`config.mk`:
```
export PLATFORM = sky130hd
export DESIGN_NAME = display_bcd_formatter
export DESIGN_NICKNAME = d
export VERILOG_FILES = /design/src/rtl/display_bcd_formatter.sv
export SDC_FILE = /design/constraint.sdc
export NUM_CORES = 1
export LEC_CHECK = 0
export BUFFER_PORTS_ARGS = -buffer_cell sky130_fd_sc_hd__buf_2
export CORE_MARGIN = 4
export CORE_UTILIZATION = 55
export DETAILED_ROUTE_END_ITERATION = 10
export PLACE_DENSITY = 0.88
export RECOVER_POWER = 25
export SLEW_MARGIN = 20
export SYNTH_ARGS = -nofsm -noshare
export SYNTH_HDL_FRONTEND = slang
export SYNTH_SLANG_ARGS = --single-unit
```
`constraint.sdc`:
```
create_clock -name i_clk -period 1.55 [get_ports i_clk]
set_input_delay 0.155 -clock i_clk [delete_from_list [all_inputs] [get_ports i_clk]]
set_output_delay 0.155 -clock i_clk [all_outputs]
set_load 0.02 [all_outputs]
```
`src/rtl/display_bcd_formatter.sv`:
```
// Sequential binary-to-BCD formatter feeding the 8-digit seven-segment driver.
// Double-dabble runs one bit per cycle; results reach the outputs only at the commit edge.
module display_bcd_formatter #(
    parameter int WIDTH = 27
) (
    input  logic             i_clk,
    input  logic             i_rst,
    input  logic             i_valid,
    input  logic [WIDTH-1:0] i_value,
    input  logic [3:0]       i_dot_pos,
    output logic             o_ready,
    output logic [3:0]       o_numbers [0:7],
    output logic             o_dots    [0:7],
    output logic             o_overflow,
    output logic             o_done
);

    localparam logic [1:0]  IDLE      = 2'd0;
    localparam logic [1:0]  CONVERT   = 2'd1;
    localparam logic [1:0]  COMMIT    = 2'd2;
    localparam logic [4:0]  LAST_ITER = 5'(WIDTH - 1);
    localparam logic [31:0] OVF_LIMIT = 32'd100_000_000;

    logic [1:0]       state_q, state_d;
    logic [WIDTH-1:0] bin_q, bin_d;
    logic [31:0]      bcd_q, bcd_d;
    logic [31:0]      bcdAdj;
    logic [4:0]       cnt_q, cnt_d;
    logic [3:0]       dot_q, dot_d;
    logic             ovf_q, ovf_d;
    logic [3:0]       numbers_q [0:7];
    logic [3:0]       numbers_d [0:7];
    logic             dots_q [0:7];
    logic             dots_d [0:7];
    logic             overflow_q, overflow_d;
    logic             done_q, done_d;
    logic             valueOvf;

    // Only a 27-bit input can reach 100_000_000, so narrower builds never flag overflow.
    assign valueOvf = (32'(i_value) >= OVF_LIMIT);

    always_comb begin
        bcdAdj = bcd_q;
        for (int k = 0; k < 8; k++) begin
            if (bcd_q[4*k +: 4] >= 4'd5) begin
                bcdAdj[4*k +: 4] = bcd_q[4*k +: 4] + 4'd3;
            end
        end
    end

    always_comb begin
        state_d    = state_q;
        bin_d      = bin_q;
        bcd_d      = bcd_q;
        cnt_d      = cnt_q;
        dot_d      = dot_q;
        ovf_d      = ovf_q;
        numbers_d  = numbers_q;
        dots_d     = dots_q;
        overflow_d = overflow_q;
        done_d     = 1'b0;
        case (state_q)
            IDLE: begin
                if (i_valid) begin
                    bin_d   = i_value;
                    bcd_d   = '0;
                    dot_d   = i_dot_pos;
                    ovf_d   = valueOvf;
                    cnt_d   = '0;
                    state_d = CONVERT;
                end
            end
            CONVERT: begin
                // Overflowed values shift a ninth digit out of the top; that result is discarded.
                {bcd_d, bin_d} = {bcdAdj, bin_q} << 1;
                if (cnt_q == LAST_ITER) begin
                    state_d = COMMIT;
                end else begin
                    cnt_d = cnt_q + 5'd1;
                end
            end
            COMMIT: begin
                for (int k = 0; k < 8; k++) begin
                    numbers_d[k] = ovf_q ? 4'hE : bcd_q[4*k +: 4];
                    dots_d[k]    = (dot_q == 4'(k));
                end
                overflow_d = ovf_q;
                done_d     = 1'b1;
                state_d    = IDLE;
            end
            default: state_d = IDLE;
        endcase
    end

    always_ff @(posedge i_clk) begin
        if (i_rst) begin
            state_q    <= IDLE;
            bin_q      <= '0;
            bcd_q      <= '0;
            cnt_q      <= '0;
            dot_q      <= '0;
            ovf_q      <= 1'b0;
            overflow_q <= 1'b0;
            done_q     <= 1'b0;
            for (int k = 0; k < 8; k++) begin
                numbers_q[k] <= 4'h0;
                dots_q[k]    <= 1'b0;
            end
        end else begin
            state_q    <= state_d;
            bin_q      <= bin_d;
            bcd_q      <= bcd_d;
            cnt_q      <= cnt_d;
            dot_q      <= dot_d;
            ovf_q      <= ovf_d;
            overflow_q <= overflow_d;
            done_q     <= done_d;
            numbers_q  <= numbers_d;
            dots_q     <= dots_d;
        end
    end

    assign o_ready    = (state_q == IDLE);
    assign o_numbers  = numbers_q;
    assign o_dots     = dots_q;
    assign o_overflow = overflow_q;
    assign o_done     = done_q;

endmodule

```
* Yosys cells after proc, flatten, opt, wreduce, memory -nomap -nowiden
Cells that the tools add are included.
** Cells by class
- Add/subtract/negate cells :: 9
- Order comparisons :: 9
- Equality and inequality tests :: 13
- Muxes and demuxes :: 27
- Reductions and logical operators :: 7
** Operators by type and width (number)
- 32-bit one-hot mux with 2 select lines :: 1
- 4-bit 2-to-1 mux :: 15
- 27-bit one-hot mux with 2 select lines :: 1
- 4-bit by 3-bit greater-or-equal comparator with 1-bit output, second input constant :: 8
- 32-bit 2-to-1 mux :: 1
- 4-bit by 2-bit adder with 4-bit output, second input constant :: 7
- 27-bit greater-or-equal comparator, second input constant :: 1
- 27-bit 2-to-1 mux :: 1
- 4-bit by 3-bit equality test with 1-bit output, second input constant :: 4
- 5-bit 2-to-1 mux :: 2
- 5-bit one-hot mux with 2 select lines :: 1
- 4-bit by 2-bit equality test with 1-bit output, second input constant :: 2
- 2-bit inequality test, second input constant :: 3
- 2-bit AND reduction :: 3
- 5-bit by 1-bit adder with 5-bit output, second input constant :: 1
- 5-bit equality test, second input constant :: 1
- 4-bit by 1-bit equality test with 1-bit output, second input constant :: 1
- 4-bit logical NOT :: 1
- 2-bit 2-to-1 mux :: 2
- 2-bit one-hot mux with 2 select lines :: 1
- 3-bit by 2-bit adder with 3-bit output, second input constant :: 1
- 3-bit 2-to-1 mux :: 1
- 3-bit AND reduction :: 1
- 2-bit by 1-bit equality test with 1-bit output, second input constant :: 1
- other kinds (4) :: 4
** Storage, ports and cells
- Bits in registers :: 113
- Bits of input ports :: 34
- Output and inout port bits :: 43
- Logic and storage cells :: 89

* Logic depth before layout (Yosys ltp)
- Depth after elaboration :: 3
- Mapped depth :: 6

* Worst setup path after synthesis
OpenSTA, ideal clock, no wires.
- Path kind :: register to register
- From :: reg bcd_q[1]
- To :: reg bcd_q[2]
- Arrival :: 1234 ps
- Data required time :: 1433 ps
- Setup slack :: 200 ps
- Cell stages (with the launch flop) :: 7
- Path buffers :: 0
- Clock period less this slack :: 1350 ps
- Cells stage by stage :: dfxtp_1 > inv_1 > ha_1 > nand2b_1 > a21oi_1 > mux2i_1 > a22o_1
** Between the ends
- Cells in the longest elaborated chain, start to end :: 3
** RTL lines
- start: declaration :: line 26 : logic [31:0] bcd_q, bcd_d;
- start signal: assignment :: line 99 : bcd_q <= '0;
- start signal: assignment :: line 112 : bcd_q <= bcd_d;
- 4-bit by 2-bit adder with 4-bit output / 4-bit by 3-bit greater-or-equal comparator with 1-bit output (equally long branches) :: line 46, 45
- 4-bit 2-to-1 mux * :: line 45 : if (bcd_q[4*k +: 4] >= 4'd5) begin
- 32-bit one-hot mux with 2 select lines * :: line 62 : case (state_q)
Mark *: on every way between the ends. The rest lies on a longest branch, timed or not.
A chain may end at the register's enable or synchronous reset.

* Worst setup path after layout
- From :: reg bcd_q[13]
- To :: reg bcd_q[14]
Same word-level chain as after synthesis.

==> results by group <==
Run status
  – Status: finished, final reports clean

Setup path
  – Worst setup SP type: flip-flop
  – Critical Path End Type: flip-flop
  – Delay-heaviest family, CP: flip-flops
  – CP Data Arrival Time: 2.00 ns
  – Worst Setup Path Type: flip-flop to flip-flop
  – Critical path, cell by cell: inv_1 -> ha_1 -> nand2b_1 -> a21oi_2 -> mux2i_1 -> a22o_1
  – Crit path largest cell delay: 0.38 ns
  – Slowest cell on the critical path: dfxtp_1
  – Crit-path max FO: 4
  – Buf/Inv on CP: 1
  – CP required: 2.01 ns

Logic synthesis
  – Post-synthesis cell type with the largest combined area: dfxtp_1
  – Area fraction of the dominant cell type after synthesis: about 44%
  – Synthesized Nets: ~660
  – Top cells by count, synth: nor2_1, dfxtp_1, nor3_1, a21oi_1, a2bb2oi_1
  – Syn Area/Cell: 8.47 um^2
  – Yosys Warn Count: 0
  – Distinct cell type count after synthesis: 41
  – Most common cell in the netlist: nor2_1
  – Post-Synthesis Cells: roughly 600
  – Asr flop ratio synth: 0%
  – Sequential share of the synthesized area: roughly 44%
  – Main synth FF type: dfxtp_1
  – Largest cells by area after synthesis: dfxtp_1, nor2_1, nor3_1
  – Number of synthesized flops with an enable pin: 0
  – Flop and latch count out of synthesis: ~110
  – Synthesized area: 5120 um^2

GRT
  – First-pass GRT wire length: 22200 um
  – Vias in the first global route: 4596
  – Initial antenna violation count: 0
  – GR Util All Layers: 24.7%
  – GRT overflow: 0
  – Largest net degree at the start of global routing: 37

Floorplan
  – Die height: 105 um
  – Die ar.: 10900 um^2
  – Row Count: 34
  – Die width: 105 um
  – Core Footprint: ~8900 um^2
  – IO Count: 77
  – Initial Util: 57.6%

STA
  – Final setup margin: 0.00943 ns
  – Minimum clock period after layout: 1.54 ns
  – Final period util: ~100%
  – Hold Violations, Final: 0
  – Final Skew: 0.00691 ns
  – Slew headroom: 54.2%
  – Number of setup violations in the final report: 0
  – Max Clk Rate: 649 MHz
  – Slew @ Worst Pin: 0.686 ns
  – Final max-slew violation count: 0

CTS
  – Maximum root-to-sink buffer count: 2
  – Clk pin slew, worst setup/hold paths: 0.05 ns
  – # H-tree levels: 4
  – CTS tree: yes
  – Clock latency on the worst-skew pair: between 0.5 and 0.6 ns
  – CTS Buf Count: 17
  – Root Buffer: clkbuf_8
  – CTS sink cnt: 113

Routing
  – Routed len/inst: 16.7 um
  – Drt via density: 5.93
  – Initial DRC count: around 340
  – Detailed Routing Iterations Pass 1: 6
  – Drc violations: 0
  – Vias post-DR: 4755
  – Drt total wl: 13400 um
  – DRT antenna net count: 0

Place
  – RD Place Congestion: 0.835
  – Placed Area: 5580 um^2
  – Setup slack at placement: -0.000926 ns
  – Cell Count Post-Placement: 764
  – I/O Buffers: 76
  – HPWL Detailed: ~8500 um

Hold path
  – Class of the worst hold path: input port to flip-flop

Pwr
  – Worst VDD drop: approximately 0.67 mV
  – Cell Pwr Density: 1170 nW/um^2
  – Total power of the final layout: 0.00734 W
  – LEAKAGE: 2.58 nW

Cells and area
  – Antenna Cells: 0
  – Layout cell share with drive strength beyond 1: approximately 17%
  – Non-filler cells, final: roughly 800
  – Area Overhead vs Synth: 22.4%
  – Post-layout util: between 70% and 80%
  – Fin nets: 733
  – Post-layout instance area: 6270 um^2

Job
  – MaxCap Viol Count: 0
cell families (layout without fill, tap and decap cells):
logic type | count (synthesis) | after routing | share of synthesized area, %
AOI/OAI and AO/OA | 109 | 109 | 15.7
xor gates and xnor gates | 18 | 18 | 3.08
adders and majority gates | 18 | 18 | 4.40
buffers and inverters | 62 | 151 | 5.86
DFF | 113 | 113 | 44.2
muxes | 12 | 12 | 2.34
and+or+nand+nor | 273 | 273 | 24.4
worst reg2reg max path: cells and delay by family, from the launching register on:
kind            cells  cell delay (ns)
flops               1             0.38
compound gates      2             0.38
mux                 1             0.28
fa+ha+maj           1             0.19
simple gates        1             0.15
buf+inv             1             0.10
stage by stage:
step / hold slack (ns) / setup TNS [ns]
detailed placement: 0.403 / -0.000926
finish: 0.0403 / 0
floorplan: 0.302 / 0
global placement: 0.392 / 0
CTS: 0.0233 / 0
global route: 0.0659 / -0.185
path summary, 6_finish.rpt:
check	slack (ns)	to	depth (start not counted)	from
worst max-delay path	0.009	bcd_q[14]	6	bcd_q[13]
worst min-delay path	0.04	ovf_q	4	i_value[17]
worst max register to register	0.009	bcd_q[14]	6	bcd_q[13]
worst min register to register	0.48	o_overflow	2	o_overflow
sequential cells by signal, summed over array words and instances (netlist names):
register and cells:
o_dots 8, ovf_q 1, bcd_q 32, dot_q 4
o_done 1, state_q 2, o_overflow 1, bin_q 27
cnt_q 5, o_numbers 32
area by class of cell:
cell class,instances,area (um^2)
multi-input combinational,430,2620
fill,616,2620
sequential,113,2280
timing repair buffer,101,591
clock buffer,21,469
tap,108,135
clock inverter,11,110
inverter,18,67.6
layer usage:
metal  share of wire, %  global-route usage [%]  wire length [um]
met1                 43                    31.4              5720
met2                 47                    39.9              6280
met3                7.9                    7.01              1060
met4                2.5                    9.59               337
met5                  0                       0                 0
what timing repair did:
action                                 CTS  global route
resized for setup                       11            19
pin swaps                                0             6
hold buffers                             6             0
endpoints found under the hold margin    5             0
setup endpoints to repair                6            26
buffers inserted                         0             0
cells in the final DEF (no fill, tap or decap), drive strengths merged, types with 12 or more instances in the layout:
cell type and count:
clkbuf 53, mux2i 12, dfxtp 113, a2bb2oi 26, ha 18, nor3 91
nor2 138, a22o 19, buf 63, inv 18, a21oi 28, nand2 12
report_power, final:
part,total (W),internal [W],switching (W)
Sequential,0.00304,0.00298,0.0000545
Combinational,0.000551,0.000230,0.000320
Clock,0.00376,0.00243,0.00132
Total,0.00734,0.00565,0.00170
No activity file was read; power rests on OpenSTA's default activity.
